`src/rtl/baby_mem_bridge_if.sv`:
```
// baby_mem_bridge_if
// Byte-wide handshake bus between the Baby memory bridge and the off-chip store.
//   ext_data_o  / ext_valid_o : outbound byte and its valid, driven by the bridge
//   ext_ready_i               : the off-chip store accepts the outbound byte
//   ext_data_i  / ext_valid_i : inbound read byte and its valid, driven by the store
// The master modport is the bridge side. The slave modport is the off-chip store side.
interface baby_mem_bridge_if;
    logic [7:0] ext_data_o;
    logic       ext_valid_o;
    logic       ext_ready_i;
    logic [7:0] ext_data_i;
    logic       ext_valid_i;

    modport master (
        output ext_data_o,
        output ext_valid_o,
        input  ext_ready_i,
        input  ext_data_i,
        input  ext_valid_i
    );

    modport slave (
        input  ext_data_o,
        input  ext_valid_o,
        output ext_ready_i,
        output ext_data_i,
        output ext_valid_i
    );
endinterface

```
`src/rtl/baby_mem_bridge.sv`:
```
// baby_mem_bridge
// Serves the Manchester Baby core's 32 x 32-bit store port. Each access is
// serialised over a byte-wide handshake bus to an off-chip store. The bridge
// holds the core's clock enable low while a transfer is in flight.
// Ports:
//   clock, reset_i     : system clock; synchronous active-high reset
//   mem_req_i          : the core requests a store access
//   ram_addr_i         : word address from the core
//   ram_rw_en_i        : 0 = read, 1 = write
//   ram_data_i         : write data from the core
//   ram_data_o         : read data returned to the core
//   baby_run_o         : clock enable to the core
//   busy_o             : high whenever the FSM is not in IDLE
//   err_o              : sticky handshake-timeout flag
//   ext                : external byte bus (master side)
module baby_mem_bridge #(
    parameter int TIMEOUT_CYCLES = 255,
    parameter int TO_W           = 8
) (
    input  logic                clock,
    input  logic                reset_i,
    input  logic                mem_req_i,
    input  logic [4:0]          ram_addr_i,
    input  logic                ram_rw_en_i,
    input  logic [31:0]         ram_data_i,
    output logic [31:0]         ram_data_o,
    output logic                baby_run_o,
    output logic                busy_o,
    output logic                err_o,
    baby_mem_bridge_if.master   ext
);

    typedef enum logic [2:0] {IDLE, HDR, WR_BYTE, RD_BYTE, DONE} state_t;

    localparam bit            TO_EN   = (TIMEOUT_CYCLES != 0);
    localparam logic [TO_W-1:0] TO_LAST = TO_W'(TO_EN ? TIMEOUT_CYCLES - 1 : 0);

    state_t          state;
    state_t          next_state;
    logic [4:0]      addr_q;
    logic            rw_q;
    logic [31:0]     wdata_q;
    logic [23:0]     asm_q;
    logic [1:0]      byte_idx;
    logic [TO_W-1:0] to_cnt;
    logic            handshake;
    logic            in_xfer;
    logic            timed_out;

    // State register. Reset drops any transfer in flight straight back to IDLE.
    always_ff @(posedge clock) begin
        if (reset_i) begin
            state <= IDLE;
        end else begin
            state <= next_state;
        end
    end

    // Next-state and bus outputs. A timeout is raised in the cycle that would
    // otherwise be the TIMEOUT_CYCLES-th cycle without a handshake, so the
    // FSM is in DONE right after that many idle cycles.
    always_comb begin
        next_state      = state;
        ext.ext_valid_o = 1'b0;
        ext.ext_data_o  = 8'h00;
        handshake       = 1'b0;
        in_xfer         = 1'b0;
        timed_out       = 1'b0;

        case (state)
            IDLE: begin
                if (mem_req_i) begin
                    next_state = HDR;
                end
            end
            HDR: begin
                in_xfer         = 1'b1;
                ext.ext_valid_o = 1'b1;
                ext.ext_data_o  = {rw_q, 2'b00, addr_q};
                handshake       = ext.ext_ready_i;
                if (handshake) begin
                    next_state = rw_q ? WR_BYTE : RD_BYTE;
                end
            end
            WR_BYTE: begin
                in_xfer         = 1'b1;
                ext.ext_valid_o = 1'b1;
                ext.ext_data_o  = wdata_q[{byte_idx, 3'b000} +: 8];
                handshake       = ext.ext_ready_i;
                if (handshake && byte_idx == 2'd3) begin
                    next_state = DONE;
                end
            end
            RD_BYTE: begin
                in_xfer   = 1'b1;
                handshake = ext.ext_valid_i;
                if (handshake && byte_idx == 2'd3) begin
                    next_state = DONE;
                end
            end
            DONE: begin
                next_state = IDLE;
            end
            default: begin
                next_state = IDLE;
            end
        endcase

        if (TO_EN && in_xfer && !handshake && to_cnt == TO_LAST) begin
            timed_out  = 1'b1;
            next_state = DONE;
        end
    end

    // The core keeps running while idle with no request and for the single
    // DONE cycle; it freezes in the very cycle a request appears.
    assign baby_run_o = (state == IDLE && !mem_req_i) || state == DONE;
    assign busy_o     = (state != IDLE);

    // Datapath: request latch, byte index, read assembly, timeout counter and
    // the returned read word. ram_data_o only moves on read completion, read
    // timeout or reset, so it holds its value across writes.
    always_ff @(posedge clock) begin
        if (reset_i) begin
            addr_q     <= '0;
            rw_q       <= 1'b0;
            wdata_q    <= '0;
            asm_q      <= '0;
            byte_idx   <= '0;
            to_cnt     <= '0;
            ram_data_o <= '0;
            err_o      <= 1'b0;
        end else begin
            if (state == IDLE && mem_req_i) begin
                addr_q  <= ram_addr_i;
                rw_q    <= ram_rw_en_i;
                wdata_q <= ram_data_i;
                to_cnt  <= '0;
            end

            if (timed_out) begin
                err_o  <= 1'b1;
                to_cnt <= '0;
                if (!rw_q) begin
                    ram_data_o <= '0;
                end
            end else if (handshake) begin
                to_cnt <= '0;
                case (state)
                    HDR: begin
                        byte_idx <= '0;
                    end
                    WR_BYTE: begin
                        byte_idx <= byte_idx + 2'd1;
                    end
                    RD_BYTE: begin
                        byte_idx <= byte_idx + 2'd1;
                        case (byte_idx)
                            2'd0:    asm_q[7:0]   <= ext.ext_data_i;
                            2'd1:    asm_q[15:8]  <= ext.ext_data_i;
                            2'd2:    asm_q[23:16] <= ext.ext_data_i;
                            default: ram_data_o   <= {ext.ext_data_i, asm_q};
                        endcase
                    end
                    default: begin
                    end
                endcase
            end else if (in_xfer) begin
                to_cnt <= to_cnt + 1'b1;
            end
        end
    end

endmodule

```
`src/flat_wrapper.sv`:
```
// flat-port wrapper written by rule: the top's interface ports become plain ports
module baby_mem_bridge_flat 
#(
    parameter int TIMEOUT_CYCLES = 255,
    parameter int TO_W           = 8
)
  (clock, reset_i, mem_req_i, ram_addr_i, ram_rw_en_i, ram_data_i, ram_data_o, baby_run_o, busy_o, err_o, ext_ext_data_o, ext_ext_valid_o, ext_ext_ready_i, ext_ext_data_i, ext_ext_valid_i);
  baby_mem_bridge_if ext_i ();
  input  logic clock;
  input  logic reset_i;
  input  logic mem_req_i;
  input  logic [4:0] ram_addr_i;
  input  logic ram_rw_en_i;
  input  logic [31:0] ram_data_i;
  output logic [31:0] ram_data_o;
  output logic baby_run_o;
  output logic busy_o;
  output logic err_o;
  output wire logic [$bits(ext_i.ext_data_o)-1:0] ext_ext_data_o;
  output wire logic [$bits(ext_i.ext_valid_o)-1:0] ext_ext_valid_o;
  input wire logic [$bits(ext_i.ext_ready_i)-1:0] ext_ext_ready_i;
  input wire logic [$bits(ext_i.ext_data_i)-1:0] ext_ext_data_i;
  input wire logic [$bits(ext_i.ext_valid_i)-1:0] ext_ext_valid_i;
  assign ext_ext_data_o = ext_i.ext_data_o;
  assign ext_ext_valid_o = ext_i.ext_valid_o;
  assign ext_i.ext_ready_i = ext_ext_ready_i;
  assign ext_i.ext_data_i = ext_ext_data_i;
  assign ext_i.ext_valid_i = ext_ext_valid_i;
  baby_mem_bridge #(.TIMEOUT_CYCLES(TIMEOUT_CYCLES), .TO_W(TO_W)) u_core (.clock(clock), .reset_i(reset_i), .mem_req_i(mem_req_i), .ram_addr_i(ram_addr_i), .ram_rw_en_i(ram_rw_en_i), .ram_data_i(ram_data_i), .ram_data_o(ram_data_o), .baby_run_o(baby_run_o), .busy_o(busy_o), .err_o(err_o), .ext(ext_i));
endmodule
```
`config.mk`:
```
export PLATFORM = sky130hd
export DESIGN_NAME = baby_mem_bridge_flat
export DESIGN_NICKNAME = d
export VERILOG_FILES = /design/src/rtl/baby_mem_bridge_if.sv /design/src/rtl/baby_mem_bridge.sv /design/src/flat_wrapper.sv
export SDC_FILE = /design/constraint.sdc
export NUM_CORES = 1
export LEC_CHECK = 0
export CORE_AREA = 3 3 98 100
export DETAILED_ROUTE_END_ITERATION = 6
export DIE_AREA = 0 0 101 103
export GPL_TIMING_DRIVEN = 0
export PLACE_DENSITY = 0.77
export REMOVE_ABC_BUFFERS = 1
export SYNTH_ARGS = -nofsm -noshare
export SYNTH_HDL_FRONTEND = slang
export SYNTH_SLANG_ARGS = --single-unit
```
`constraint.sdc`:
```
create_clock -name clock -period 2.9 [get_ports clock]
set_clock_uncertainty 0.2 [all_clocks]
set_input_delay 0.725 -clock clock [delete_from_list [all_inputs] [get_ports clock]]
set_output_delay 0.725 -clock clock [all_outputs]
set_load 0.005 [all_outputs]
```
==> results of run 1 <==
## through the flow
stage          TNS [ns]  area [um2]
2_1_floorplan    -57.68        4140
3_3_place_gp    -228.13        5210
3_5_place_dp     -30.37        5290
4_1_cts               0        5580
5_1_grt         -0.0444        5600
6_report              0        5600
## power by group
part | total [W] | leakage (nW) | internal, W | switching (W)
logic | 0.000309 | 1.00 | 0.000152 | 0.000157
registers | 0.00156 | 0.879 | 0.00152 | 0.0000393
clock network | 0.00101 | 0.111 | 0.000493 | 0.000520
total | 0.00288 | 1.99 | 0.00217 | 0.000717
## worst max path at each step
stage                                  start               endpoint  slack [ns]  cells after the start
after detailed placement     ext_ext_valid_i  u_core.ram_data_o[11]       -0.64                      4
after floorplan                    mem_req_i       u_core.to_cnt[0]       -1.47                      4
after global placement             mem_req_i       u_core.addr_q[2]       -3.46                      4
after CTS                    u_core.state[1]        ext_ext_valid_o        0.04                      3
final                        u_core.state[0]        ext_ext_valid_o        0.06                      3
after global routing      u_core.byte_idx[0]      ext_ext_data_o[0]       -0.03                      4
## routing by layer
| metal | GRT usage [%] | vias to the layer above |
|---|---|---|
| li1 | - | 1841 |
| met1 | 26.5 | 1752 |
| met2 | 34.1 | 118 |
| met3 | 3.92 | 12 |
| met4 | 6.24 | 0 |
| met5 | 0 | - |
## critical path: cells and delay by family, from the launching register on
family | cells | cell delay (ns)
flip-flops | 1 | 0.59
buffers and inverters | 1 | 0.49
AND/OR/NAND/NOR | 1 | 0.31
AO/OA/AOI/OAI | 1 | 0.17
## flip-flops by register name, summed over array words and instances (netlist names)
name and cells:
u_core.ram_data_o 32, u_core.wdata_q 32, u_core.asm_q 24, u_core.to_cnt 8, u_core.addr_q 5, u_core.state 3
u_core.byte_idx 2, u_core.err_o 1, u_core.rw_q 1
## timing repair
item                                    CTS  global route
endpoints found under the setup margin   42             6
gates cloned                              1             0
resized for setup                        24             4
pin swaps                                 1             0
buffers inserted                          1             1
hold buffers                              0             0
## cell families (layout without fill, tap and decap cells)
group | after synthesis | count (layout) | share of synthesized area (%)
compound gates | 129 | 130 | 19.1
fa+ha+maj | 7 | 7 | 2.02
buf+inv | 45 | 121 | 4.99
flops | 108 | 108 | 49.9
mux | 10 | 10 | 4.73
simple gates | 185 | 185 | 19.2
## synth_stat cells (all sizes together)
library cell,number,share of area (%)
buf,14,2.3
nor4b,1,0.20
or2,2,0.29
nor2b,3,0.43
nand3,29,3.3
o21ba,2,0.46
a22oi,6,1.0
dfxtp,108,50
a31oi,1,0.14
nor4,2,0.43
clkbuf,26,2.3
o21ai,8,0.92
nand4,4,0.58
a211oi,1,0.17
a21oi,74,8.5
a22o,32,6.5
o211ai,2,0.35
a21o,1,0.17
ha,7,2.0
nand4bb,1,0.26
inv,5,0.43
and2,2,0.29
o21bai,1,0.26
and4b,1,0.23
nand2,109,9.4
nor3,3,0.35
or3,4,0.58
nor3b,1,0.17
or4b,1,0.23
mux4,8,4.2
nor4bb,2,0.46
and3,3,0.43
mux2,1,0.26
nand2b,1,0.14
nor2,16,1.4
mux2i,1,0.32
a221oi,1,0.61
## layout by cell type, fill, tap and decap left out, drive strengths merged, types with 3 or more instances in the layout
cell	count
nand2	109
dfxtp	108
clkdlybuf4s50	84
a21oi	74
a22o	32
nand3	29
nor2	16
clkbuf	9
mux4	8
o21ai	8
buf	8
ha	7
dlygate4sd2	7
a22oi	6
inv	6
or3	4
nand4	4
and3	3
clkinv	3
nor2b	3
nor3	3
## layout make-up
cell class	instances	area share, %
Tap cell	108	2.41
Timing Repair Buffer	101	18.3
Sequential cell	108	38.8
Inverter	5	0.335
Multi-Input combinational cell	332	36.2
Clock buffer	9	2.21
Clock inverter	6	1.74
==> impl_metrics.prom, run 1 <==
# TYPE chip_impl_metric gauge
chip_impl_info{name="run_status",value="completed"} 1
chip_impl_metric{name="clock_latency",unit="ns"} 0.36
chip_impl_info{name="critPathSlowestCell",value="sky130_fd_sc_hd__dfxtp_2"} 1
chip_impl_metric{name="pre_cts_ws",unit="ns"} -0.638
chip_impl_metric{name="number_of_diodes",unit=""} 0
chip_impl_metric{name="route.final.wire_length",unit="um"} 10500
chip_impl_metric{name="postSynthRegisterBits",unit=""} 108
chip_impl_metric{name="initial_core_util",unit="%"} 49.5
chip_impl_metric{name="timing.hold.ws",unit="ns"} 0.259
chip_impl_metric{name="drtIter0Drc",unit=""} 211
chip_impl_metric{name="timing.max_cap.violations",unit=""} 0
chip_impl_metric{name="worst_setup_hold_path_clk_slew",unit="ns"} 0.10
chip_impl_metric{name="place.gp.congestion",unit=""} 0.805
chip_impl_info{name="grt_setup_unrepaired",value="yes"} 1
chip_impl_metric{name="globalRouteOverflowTotal",unit=""} 0
chip_impl_metric{name="post_synth_inst_count",unit=""} 484
chip_impl_metric{name="grt_first_pass_wirelength",unit="um"} 16900
chip_impl_metric{name="dr_wl_met3",unit="um"} 674
chip_impl_metric{name="final_cells",unit=""} 669
chip_impl_info{name="critical_register_to_register_path_endpoint",value="u_core.ram_data_o[21]"} 1
chip_impl_info{name="critical_path.reg2reg.startpoint",value="u_core.state[0]"} 1
chip_impl_metric{name="report.power.total",unit="W"} 0.00288
chip_impl_metric{name="avgRoutedWirePerCell",unit="um"} 15.7
chip_impl_info{name="start_kind",value="flip-flop"} 1
chip_impl_metric{name="count_of_vias_placed_by_the_detailed_router",unit=""} 3723
chip_impl_metric{name="dr_wl_met2",unit="um"} 5050
chip_impl_metric{name="yosys_warnings",unit=""} 0
chip_impl_metric{name="hold_viol_final",unit=""} 0
chip_impl_info{name="min_to",value="u_core.wdata_q[13]"} 1
chip_impl_info{name="dr.max_layer_used",value="met4"} 1
chip_impl_metric{name="multi_input_logic_area",unit="um2"} 2030
chip_impl_metric{name="number_of_antenna_violations_at_the_first_check_in_global_routing",unit=""} 0
chip_impl_metric{name="period_minus_slack",unit="ns"} 2.84
chip_impl_info{name="hold_path_class",value="flip-flop to flip-flop"} 1
chip_impl_metric{name="worst-r2r-cell-count",unit=""} 5
chip_impl_metric{name="drt.antenna.violating_nets",unit=""} 0
chip_impl_metric{name="total_of_fill_cells_in_the_finished_design",unit=""} 714
chip_impl_metric{name="synth_seq_area_share",unit="%"} 49.9
chip_impl_metric{name="slack_of_the_worst_reg_to_reg_path",unit="ns"} 0.40
chip_impl_metric{name="worstHoldPathCells",unit=""} 2
chip_impl_metric{name="num_io_pins",unit=""} 95
chip_impl_metric{name="maxSlewViolCount",unit=""} 0
chip_impl_metric{name="crit_arrival",unit="ns"} 1.91
chip_impl_metric{name="max_freq",unit="MHz"} 352
chip_impl_metric{name="floorplan.die.width",unit="um"} 101
chip_impl_metric{name="critPathRequiredTime",unit="ns"} 1.98
chip_impl_metric{name="dieHeight",unit="um"} 103
chip_impl_metric{name="worst-slew-pin-transition",unit="ns"} 0.934
chip_impl_metric{name="numCtsBuffers",unit=""} 9
chip_impl_metric{name="detail_route.wirelength.met1",unit="um"} 4680
chip_impl_metric{name="area_of_the_mapped_netlist",unit="um2"} 4340
chip_impl_metric{name="drt_pre_antenna_iters",unit=""} 4
chip_impl_metric{name="final_core_utilization",unit="%"} 63.9
chip_impl_metric{name="floorplan.core_area",unit="um2"} 8760
chip_impl_info{name="timing.critical_path.to_type",value="output pin"} 1
chip_impl_metric{name="period_share",unit="%"} 97.9
chip_impl_info{name="tritoncts_clock_tree",value="yes"} 1
chip_impl_info{name="crit_chain",value="nor2b_4 -> o21ba_2 -> clkdlybuf4s50_1"} 1
chip_impl_metric{name="drcViolationCount",unit=""} 0
chip_impl_metric{name="power-per-cell-area",unit="nW/um2"} 515
chip_impl_metric{name="die_area",unit="um2"} 10400
chip_impl_metric{name="slowest_delay",unit="ns"} 0.59
chip_impl_metric{name="dpl.cell_count",unit=""} 651
chip_impl_info{name="clk_root_buffer_cell",value="sky130_fd_sc_hd__clkbuf_8"} 1
chip_impl_metric{name="area.growth.synth_to_final",unit="%"} 29.2
chip_impl_metric{name="power.ir.vdd_worst",unit="mV"} 0.289
chip_impl_metric{name="worst-path-max-fanout",unit=""} 18
chip_impl_metric{name="numClockSinks",unit=""} 108
chip_impl_metric{name="floorplan.rows",unit=""} 34
chip_impl_metric{name="timing.max_slew.rel_slack",unit="%"} 37.7
chip_impl_metric{name="post-dp-hpwl",unit="um"} 6900
chip_impl_info{name="crit_path_kind",value="flip-flop to output pin"} 1
chip_impl_info{name="hp-start",value="u_core.wdata_q[13]"} 1
chip_impl_metric{name="viasPerCell",unit=""} 5.57
chip_impl_metric{name="final_setup_violating_endpoints",unit=""} 0
chip_impl_metric{name="yosysUniqueCellTypes",unit=""} 40
chip_impl_metric{name="ctsLongestPathBuffers",unit=""} 2
chip_impl_metric{name="pin_count_of_the_biggest_net_entering_global_routing",unit=""} 53
chip_impl_metric{name="final.setup.worst_slack",unit="ns"} 0.0601
chip_impl_metric{name="grt_util_all_layers",unit="%"} 20.2
chip_impl_metric{name="final_layout_size_suffix_gt1_share",unit="%"} 9.80
chip_impl_metric{name="p_leak",unit="nW"} 1.99
chip_impl_metric{name="finish.net_count",unit=""} 615
chip_impl_metric{name="final-seq-area",unit="um2"} 2180
chip_impl_metric{name="postSynthAreaPerCell",unit="um2"} 8.96
chip_impl_metric{name="number_of_i_o_port_buffers",unit=""} 94
chip_impl_metric{name="htree_levels",unit=""} 3
chip_impl_metric{name="first_global_vias",unit=""} 3551
No activity file was read; power rests on OpenSTA's default activity.
==> run 2: changes to the inputs <==
- CORE_AREA: 3 3 98 100 -> 2 2 97 99
- CTS_CLUSTER_SIZE: unset -> 16
- DIE_AREA: 0 0 101 103 -> 0 0 99 101
==> run 2 against run 1 <==
Cell count is 0.45% higher. Clock power is 14% lower. First-iteration DRC count is 18% lower. Die area is 3.9% lower. Power is 5.1% lower. Sequential power hardly changed. Via count is 0.83% lower. Worst setup slack better by 0.049 ns. Maximum frequency is 1.8% higher. Largest cell class unchanged. Largest power group unchanged.
==> impl_metrics.prom, run 2 (synthesis results as in run 1) <==
# TYPE chip_impl_metric gauge
chip_impl_metric{name="drt.antenna.violating_nets",unit=""} 0
chip_impl_metric{name="finish.net_count",unit=""} 614
chip_impl_metric{name="initial_core_util",unit="%"} 48.3
chip_impl_metric{name="final_setup_violating_endpoints",unit=""} 0
chip_impl_metric{name="clkPwrFrac",unit="%"} 31.8
chip_impl_metric{name="final_layout_size_suffix_gt1_share",unit="%"} 9.27
chip_impl_metric{name="grt_util_all_layers",unit="%"} 20.8
chip_impl_info{name="hp-start",value="u_core.wdata_q[7]"} 1
chip_impl_metric{name="p_sw_share",unit="%"} 24.3
chip_impl_metric{name="worstHoldPathCells",unit=""} 2
chip_impl_metric{name="worst-path-max-fanout",unit=""} 9
chip_impl_metric{name="power.ir.vdd_worst",unit="mV"} 0.214
chip_impl_metric{name="final.setup.worst_slack",unit="ns"} 0.109
chip_impl_metric{name="critPathRequiredTime",unit="ns"} 1.98
chip_impl_metric{name="timing.max_cap.violations",unit=""} 0
chip_impl_metric{name="worst_setup_hold_path_clk_slew",unit="ns"} 0.09
chip_impl_metric{name="floorplan.core_area",unit="um2"} 8980
chip_impl_metric{name="die_area",unit="um2"} 10000
chip_impl_metric{name="number_of_antenna_violations_at_the_first_check_in_global_routing",unit=""} 0
chip_impl_info{name="run_status",value="completed"} 1
chip_impl_metric{name="timing.setup.tns",unit="ns"} 0
chip_impl_metric{name="grt_first_pass_wirelength",unit="um"} 16800
chip_impl_metric{name="post-dp-hpwl",unit="um"} 6900
chip_impl_info{name="critical_path.reg2reg.startpoint",value="u_core.state[2]"} 1
chip_impl_metric{name="number_of_i_o_port_buffers",unit=""} 94
chip_impl_metric{name="seqPwrFrac",unit="%"} 57.0
chip_impl_metric{name="place_area",unit="um2"} 5300
chip_impl_metric{name="area.growth.synth_to_final",unit="%"} 28.1
chip_impl_metric{name="hold_buf_count_cts",unit=""} 0
chip_impl_metric{name="numClockSinks",unit=""} 108
chip_impl_metric{name="max_freq",unit="MHz"} 358
chip_impl_metric{name="timing.max_slew.rel_slack",unit="%"} 39.5
chip_impl_metric{name="timing.hold.ws",unit="ns"} 0.256
chip_impl_metric{name="worst-r2r-cell-count",unit=""} 4
chip_impl_info{name="layout_top_registers",value="u_core.ram_data_o (32), u_core.wdata_q (32), u_core.asm_q (24)"} 1
chip_impl_info{name="clk_root_buffer_cell",value="sky130_fd_sc_hd__clkbuf_8"} 1
chip_impl_metric{name="pre_cts_ws",unit="ns"} -0.654
chip_impl_metric{name="avgRoutedWirePerCell",unit="um"} 15.2
chip_impl_metric{name="hold_viol_final",unit=""} 0
chip_impl_metric{name="p_sw",unit="W"} 0.000665
chip_impl_metric{name="internal_power_component",unit="W"} 0.00207
chip_impl_metric{name="report.power.total",unit="W"} 0.00274
chip_impl_info{name="timing.critical_path.to_type",value="output pin"} 1
chip_impl_info{name="top_library_cells_by_usage_in_the_layout_fill_and_taps_aside",value="109 x sky130_fd_sc_hd__nand2_1, 103 x sky130_fd_sc_hd__dfxtp_1, 84 x sky130_fd_sc_hd__clkdlybuf4s50_1"} 1
chip_impl_metric{name="period_minus_slack",unit="ns"} 2.79
chip_impl_metric{name="drtIter0Drc",unit=""} 173
chip_impl_metric{name="crit_arrival",unit="ns"} 1.87
chip_impl_metric{name="route.final.wire_length",unit="um"} 10200
chip_impl_info{name="grt_setup_unrepaired",value="no"} 1
chip_impl_metric{name="worst-slew-pin-transition",unit="ns"} 0.907
chip_impl_metric{name="numCtsBuffers",unit=""} 9
chip_impl_metric{name="globalRouteOverflowTotal",unit=""} 0
chip_impl_info{name="critical_register_to_register_path_endpoint",value="u_core.ram_data_o[17]"} 1
chip_impl_metric{name="number_of_diodes",unit=""} 0
chip_impl_metric{name="dieHeight",unit="um"} 101
chip_impl_metric{name="drcViolationCount",unit=""} 0
chip_impl_metric{name="drt_pre_antenna_iters",unit=""} 5
chip_impl_info{name="layout.cells.most_common",value="sky130_fd_sc_hd__nand2_1"} 1
chip_impl_info{name="hold_path_class",value="flip-flop to flip-flop"} 1
chip_impl_metric{name="pin_count_of_the_biggest_net_entering_global_routing",unit=""} 45
chip_impl_metric{name="total_of_fill_cells_in_the_finished_design",unit=""} 761
chip_impl_metric{name="ctsLongestPathBuffers",unit=""} 2
chip_impl_metric{name="period_share",unit="%"} 96.2
chip_impl_info{name="crit_path_kind",value="flip-flop to output pin"} 1
chip_impl_info{name="tritoncts_clock_tree",value="yes"} 1
chip_impl_metric{name="floorplan.die.width",unit="um"} 99
chip_impl_metric{name="first_global_vias",unit=""} 3496
chip_impl_info{name="start_kind",value="flip-flop"} 1
chip_impl_metric{name="fin_area",unit="um2"} 5560
chip_impl_metric{name="p_leak",unit="nW"} 1.97
chip_impl_metric{name="viasPerCell",unit=""} 5.49
chip_impl_metric{name="place.gp.congestion",unit=""} 0.803
chip_impl_metric{name="maxSlewViolCount",unit=""} 0
chip_impl_metric{name="clock_latency",unit="ns"} 0.36
chip_impl_metric{name="power-per-cell-area",unit="nW/um2"} 493
chip_impl_metric{name="slack_of_the_worst_reg_to_reg_path",unit="ns"} 0.53
chip_impl_metric{name="htree_levels",unit=""} 3
chip_impl_info{name="min_to",value="u_core.wdata_q[7]"} 1
chip_impl_metric{name="count_of_vias_placed_by_the_detailed_router",unit=""} 3692
chip_impl_metric{name="floorplan.rows",unit=""} 35
chip_impl_metric{name="part_of_the_power_in_combinational_logic",unit="%"} 11.1
chip_impl_metric{name="num_io_pins",unit=""} 95
[run 2: layout make-up]
cell class / instances / area, um2 / share of cell area [%]
well taps: 111 / 139 / 2.50
clock buffers: 12 / 135 / 2.43
inverters: 5 / 18.8 / 0.338
multi-input cells: 332 / 2030 / 36.5
flip-flops and latches: 108 / 2180 / 39.2
clock inverters: 4 / 50.0 / 0.901
repair buffers: 100 / 1010 / 18.1
[run 2: layer usage]
| layer | vias to the layer above | wire, um | part of all wire, % | track usage, % |
|---|---|---|---|---|
| met5 | - | 0 | 0 | 0 |
| met4 | 0 | 208 | 2.0 | 8.54 |
| met3 | 16 | 768 | 7.5 | 4.02 |
| met2 | 146 | 4830 | 47 | 33.8 |
| met1 | 1691 | 4400 | 43 | 27.3 |
| li1 | 1839 | - | - | - |
[run 2: through the flow]
| stage | instances | utilization [%] |
|---|---|---|
| after global routing | 672 | 61.9 |
| final | 672 | 61.9 |
| after CTS | 672 | 61.8 |
| after detailed placement | 654 | 59.0 |
| after floorplan | 444 | - |
| after global placement | 649 | 58.1 |
[run 2: critical path: stages, from the launching register on]
cell and delay, ns:
sky130_fd_sc_hd__dfxtp_4 0.46, sky130_fd_sc_hd__mux4_2 0.53, sky130_fd_sc_hd__a22oi_1 0.15, sky130_fd_sc_hd__nor2_1 0.08, sky130_fd_sc_hd__dlygate4sd2_1 0.28
[run 2: what timing repair did]
item | CTS | global route
buffers inserted | 1 | 0
pin swaps | 2 | 0
resized for setup | 24 | 4
setup endpoints to repair | 42 | 27
gates cloned | 1 | 0
[run 2: power by group through the flow]
stage                     sequential, W  clock (W)  combinational (W)
final                           0.00156   0.000872           0.000304
after global routing            0.00157   0.000952           0.000333
after CTS                       0.00156   0.000885           0.000304
after detailed placement        0.00160          0           0.000294
after global placement          0.00159          0           0.000286
after floorplan                 0.00158          0           0.000144
[run 2: worst max path at each step]
stage / start / to / slack [ns] / cells past startpoint
detailed placement: ext_ext_valid_i / u_core.ram_data_o[17] / -0.65 / 4
CTS: u_core.state[2] / busy_o / 0.04 / 2
global placement: mem_req_i / u_core.addr_q[4] / -3.43 / 4
finish: u_core.byte_idx[0] / ext_ext_data_o[1] / 0.11 / 4
global route: u_core.byte_idx[0] / ext_ext_data_o[0] / 0.007 / 4
floorplan: mem_req_i / u_core.to_cnt[0] / -1.47 / 4
==> run 3: changes to the inputs <==
- ABC_AREA: unset -> 0
- ABC_CLOCK_PERIOD_IN_PS: unset -> 2900
- CORE_AREA: 2 2 97 99 -> 2 2 135 71
- DIE_AREA: 0 0 99 101 -> 0 0 137 73
- PLACE_DENSITY: 0.77 -> 0.78
==> run 3 against run 2 <==
Largest power group unchanged. First-iteration DRC count increased by 110%. Die area about the same. Critical path type unchanged. Sequential power is essentially flat. Core utilization grew 1.5 points. Non-clock buffer count rose by 5. Power up 11%. Worst hold slack got worse by 0.0013 ns. Largest cell class unchanged. Global-route usage rose by 1.9 points. Worst setup slack worse by 0.059 ns. Sequential share of layout area decreased by 1.1 points. Combinational power is 5% higher. Flip-flop and latch count did not move.
==> impl_metrics.prom, run 3 (synthesis results as in run 1) <==
# TYPE chip_impl_metric gauge
chip_impl_info{name="run_status",value="completed"} 1
chip_impl_metric{name="final_layout_size_suffix_gt1_share",unit="%"} 10.1
chip_impl_metric{name="timing.max_cap.violations",unit=""} 0
chip_impl_metric{name="drtIter0Drc",unit=""} 355
chip_impl_metric{name="maxSlewViolCount",unit=""} 0
chip_impl_metric{name="first_global_vias",unit=""} 3569
chip_impl_metric{name="worst-slew-pin-transition",unit="ns"} 0.910
chip_impl_metric{name="grt_util_all_layers",unit="%"} 22.7
chip_impl_metric{name="numClockSinks",unit=""} 108
chip_impl_metric{name="period_share",unit="%"} 98.3
chip_impl_metric{name="multi_input_logic_area",unit="um2"} 2020
chip_impl_info{name="timing.critical_path.to_type",value="output pin"} 1
chip_impl_metric{name="viasPerCell",unit=""} 5.60
chip_impl_metric{name="dieHeight",unit="um"} 73
chip_impl_metric{name="place_area",unit="um2"} 5290
chip_impl_metric{name="fin_area",unit="um2"} 5710
chip_impl_metric{name="numCtsBuffers",unit=""} 9
chip_impl_info{name="layout_top_registers",value="u_core.ram_data_o (32), u_core.wdata_q (32), u_core.asm_q (24)"} 1
chip_impl_metric{name="route.final.wire_length",unit="um"} 11100
chip_impl_metric{name="worst-path-max-fanout",unit=""} 20
chip_impl_info{name="hp-start",value="u_core.wdata_q[6]"} 1
chip_impl_metric{name="avgRoutedWirePerCell",unit="um"} 16.2
chip_impl_metric{name="post-dp-hpwl",unit="um"} 7460
chip_impl_metric{name="floorplan.core_area",unit="um2"} 9010
chip_impl_info{name="crit_path_kind",value="flip-flop to output pin"} 1
chip_impl_metric{name="worst_setup_hold_path_clk_slew",unit="ns"} 0.07
chip_impl_metric{name="final_setup_violating_endpoints",unit=""} 0
chip_impl_metric{name="drcViolationCount",unit=""} 0
chip_impl_metric{name="floorplan.rows",unit=""} 25
chip_impl_info{name="top_library_cells_by_usage_in_the_layout_fill_and_taps_aside",value="109 x sky130_fd_sc_hd__nand2_1, 103 x sky130_fd_sc_hd__dfxtp_1, 84 x sky130_fd_sc_hd__clkdlybuf4s50_1"} 1
chip_impl_metric{name="critPathRequiredTime",unit="ns"} 1.98
chip_impl_metric{name="number_of_diodes",unit=""} 0
chip_impl_metric{name="pin_count_of_the_biggest_net_entering_global_routing",unit=""} 53
chip_impl_info{name="tritoncts_clock_tree",value="yes"} 1
chip_impl_metric{name="grt_first_pass_wirelength",unit="um"} 17700
chip_impl_metric{name="power.ir.vdd_worst",unit="mV"} 0.286
chip_impl_info{name="clk_root_buffer_cell",value="sky130_fd_sc_hd__clkbuf_16"} 1
chip_impl_info{name="start_kind",value="flip-flop"} 1
chip_impl_metric{name="drt_pre_antenna_iters",unit=""} 5
chip_impl_metric{name="die_area",unit="um2"} 10000
chip_impl_metric{name="num_io_pins",unit=""} 95
chip_impl_metric{name="max_freq",unit="MHz"} 351
chip_impl_info{name="critical_path_start",value="u_core.state[1]"} 1
chip_impl_metric{name="place.gp.congestion",unit=""} 0.812
chip_impl_metric{name="count_of_vias_placed_by_the_detailed_router",unit=""} 3844
chip_impl_metric{name="finish.net_count",unit=""} 619
chip_impl_metric{name="hold_buf_count_cts",unit=""} 0
chip_impl_metric{name="power-per-cell-area",unit="nW/um2"} 534
chip_impl_metric{name="total_of_fill_cells_in_the_finished_design",unit=""} 712
chip_impl_metric{name="floorplan.die.width",unit="um"} 137
chip_impl_metric{name="timing.hold.ws",unit="ns"} 0.254
chip_impl_metric{name="timing.setup.tns",unit="ns"} 0
chip_impl_metric{name="final-seq-area",unit="um2"} 2170
chip_impl_info{name="hold_path_class",value="flip-flop to flip-flop"} 1
chip_impl_metric{name="htree_levels",unit=""} 3
chip_impl_metric{name="globalRouteOverflowTotal",unit=""} 0
chip_impl_info{name="grt_setup_unrepaired",value="yes"} 1
chip_impl_metric{name="area.growth.synth_to_final",unit="%"} 31.6
chip_impl_info{name="layout.cells.most_common",value="sky130_fd_sc_hd__nand2_1"} 1
chip_impl_metric{name="clock_latency",unit="ns"} 0.34
chip_impl_metric{name="ctsLongestPathBuffers",unit=""} 2
chip_impl_metric{name="report.power.total",unit="W"} 0.00304
chip_impl_metric{name="number_of_antenna_violations_at_the_first_check_in_global_routing",unit=""} 0
chip_impl_metric{name="timing.max_slew.rel_slack",unit="%"} 39.3
chip_impl_metric{name="crit_arrival",unit="ns"} 1.92
chip_impl_metric{name="hold_viol_final",unit=""} 0
chip_impl_metric{name="drt.antenna.violating_nets",unit=""} 0
chip_impl_metric{name="initial_core_util",unit="%"} 48.1
chip_impl_metric{name="p_leak",unit="nW"} 2.06
chip_impl_metric{name="period_minus_slack",unit="ns"} 2.85
chip_impl_info{name="critical_path.reg2reg.startpoint",value="u_core.state[0]"} 1
chip_impl_metric{name="number_of_i_o_port_buffers",unit=""} 94
run 3: cell types whose count changed in the layout (fill, tap and decap cells not counted), moves of 2 or more:
cell / change
sky130_fd_sc_hd__dfxtp_4: -2
sky130_fd_sc_hd__dfxtp_2: +2
sky130_fd_sc_hd__clkbuf_1: -3
sky130_fd_sc_hd__buf_4: +4
sky130_fd_sc_hd__buf_12: +2
sky130_fd_sc_hd__clkbuf_8: -8
sky130_fd_sc_hd__clkbuf_16: +9
sky130_fd_sc_hd__clkinv_4: +2
run 3: where the power goes:
part           switching (W)  total (W)  internal, W
logic               0.000163   0.000319     0.000156
clock network       0.000548    0.00116     0.000613
registers          0.0000394    0.00156      0.00152
run 3: repair_timing:
item | 4_1_cts | 5_1_grt
resized for setup | 21 | 4
endpoints found under the setup margin | 42 | 23
setup buffers | 1 | 5
pin swaps | 2 | 0
gates cloned | 1 | 0
run 3: final timing paths:
| path | to | slack, ns | depth (start not counted) |
|---|---|---|---|
| worst max-delay path | ext_ext_valid_o | 0.05 | 3 |
| worst min-delay path | u_core.wdata_q[6] | 0.25 | 2 |
| worst max register to register | u_core.ram_data_o[29] | 0.51 | 4 |
| worst min register to register | u_core.wdata_q[6] | 0.25 | 2 |
run 3: worst max-delay path: stages, from the launching register on:
cell and delay [ns]:
sky130_fd_sc_hd__dfxtp_2 0.57, sky130_fd_sc_hd__nor2b_4 0.33, sky130_fd_sc_hd__o21ba_2 0.18, sky130_fd_sc_hd__clkdlybuf4s50_1 0.49
run 3: per-layer routing:
metal  vias up  GRT usage [%]  routed length (um)
met2       133           35.3                5090
met4         0           6.76                 180
met1      1837           31.9                5080
met5         -              0                   0
met3        20           4.93                 735
li1       1854              -                   -
run 3: through the flow:
step	setup WS (ns)	instances	utilization (%)
after CTS	-0.0712	681	62.5
after floorplan	-1.47	444	-
after global routing	-0.0196	686	63.3
after global placement	-3.35	659	58.1
final	0.0507	686	63.3
after detailed placement	-0.663	664	58.7
run 3: layout make-up:
class                   count  share of cell area, %
multi-input cells         332                   35.4
well taps                 121                   2.65
flip-flops and latches    108                   38.1
clock buffers              10                   4.19
repair buffers            105                   18.5
clock inverters             5                  0.789
inverters                   5                  0.329
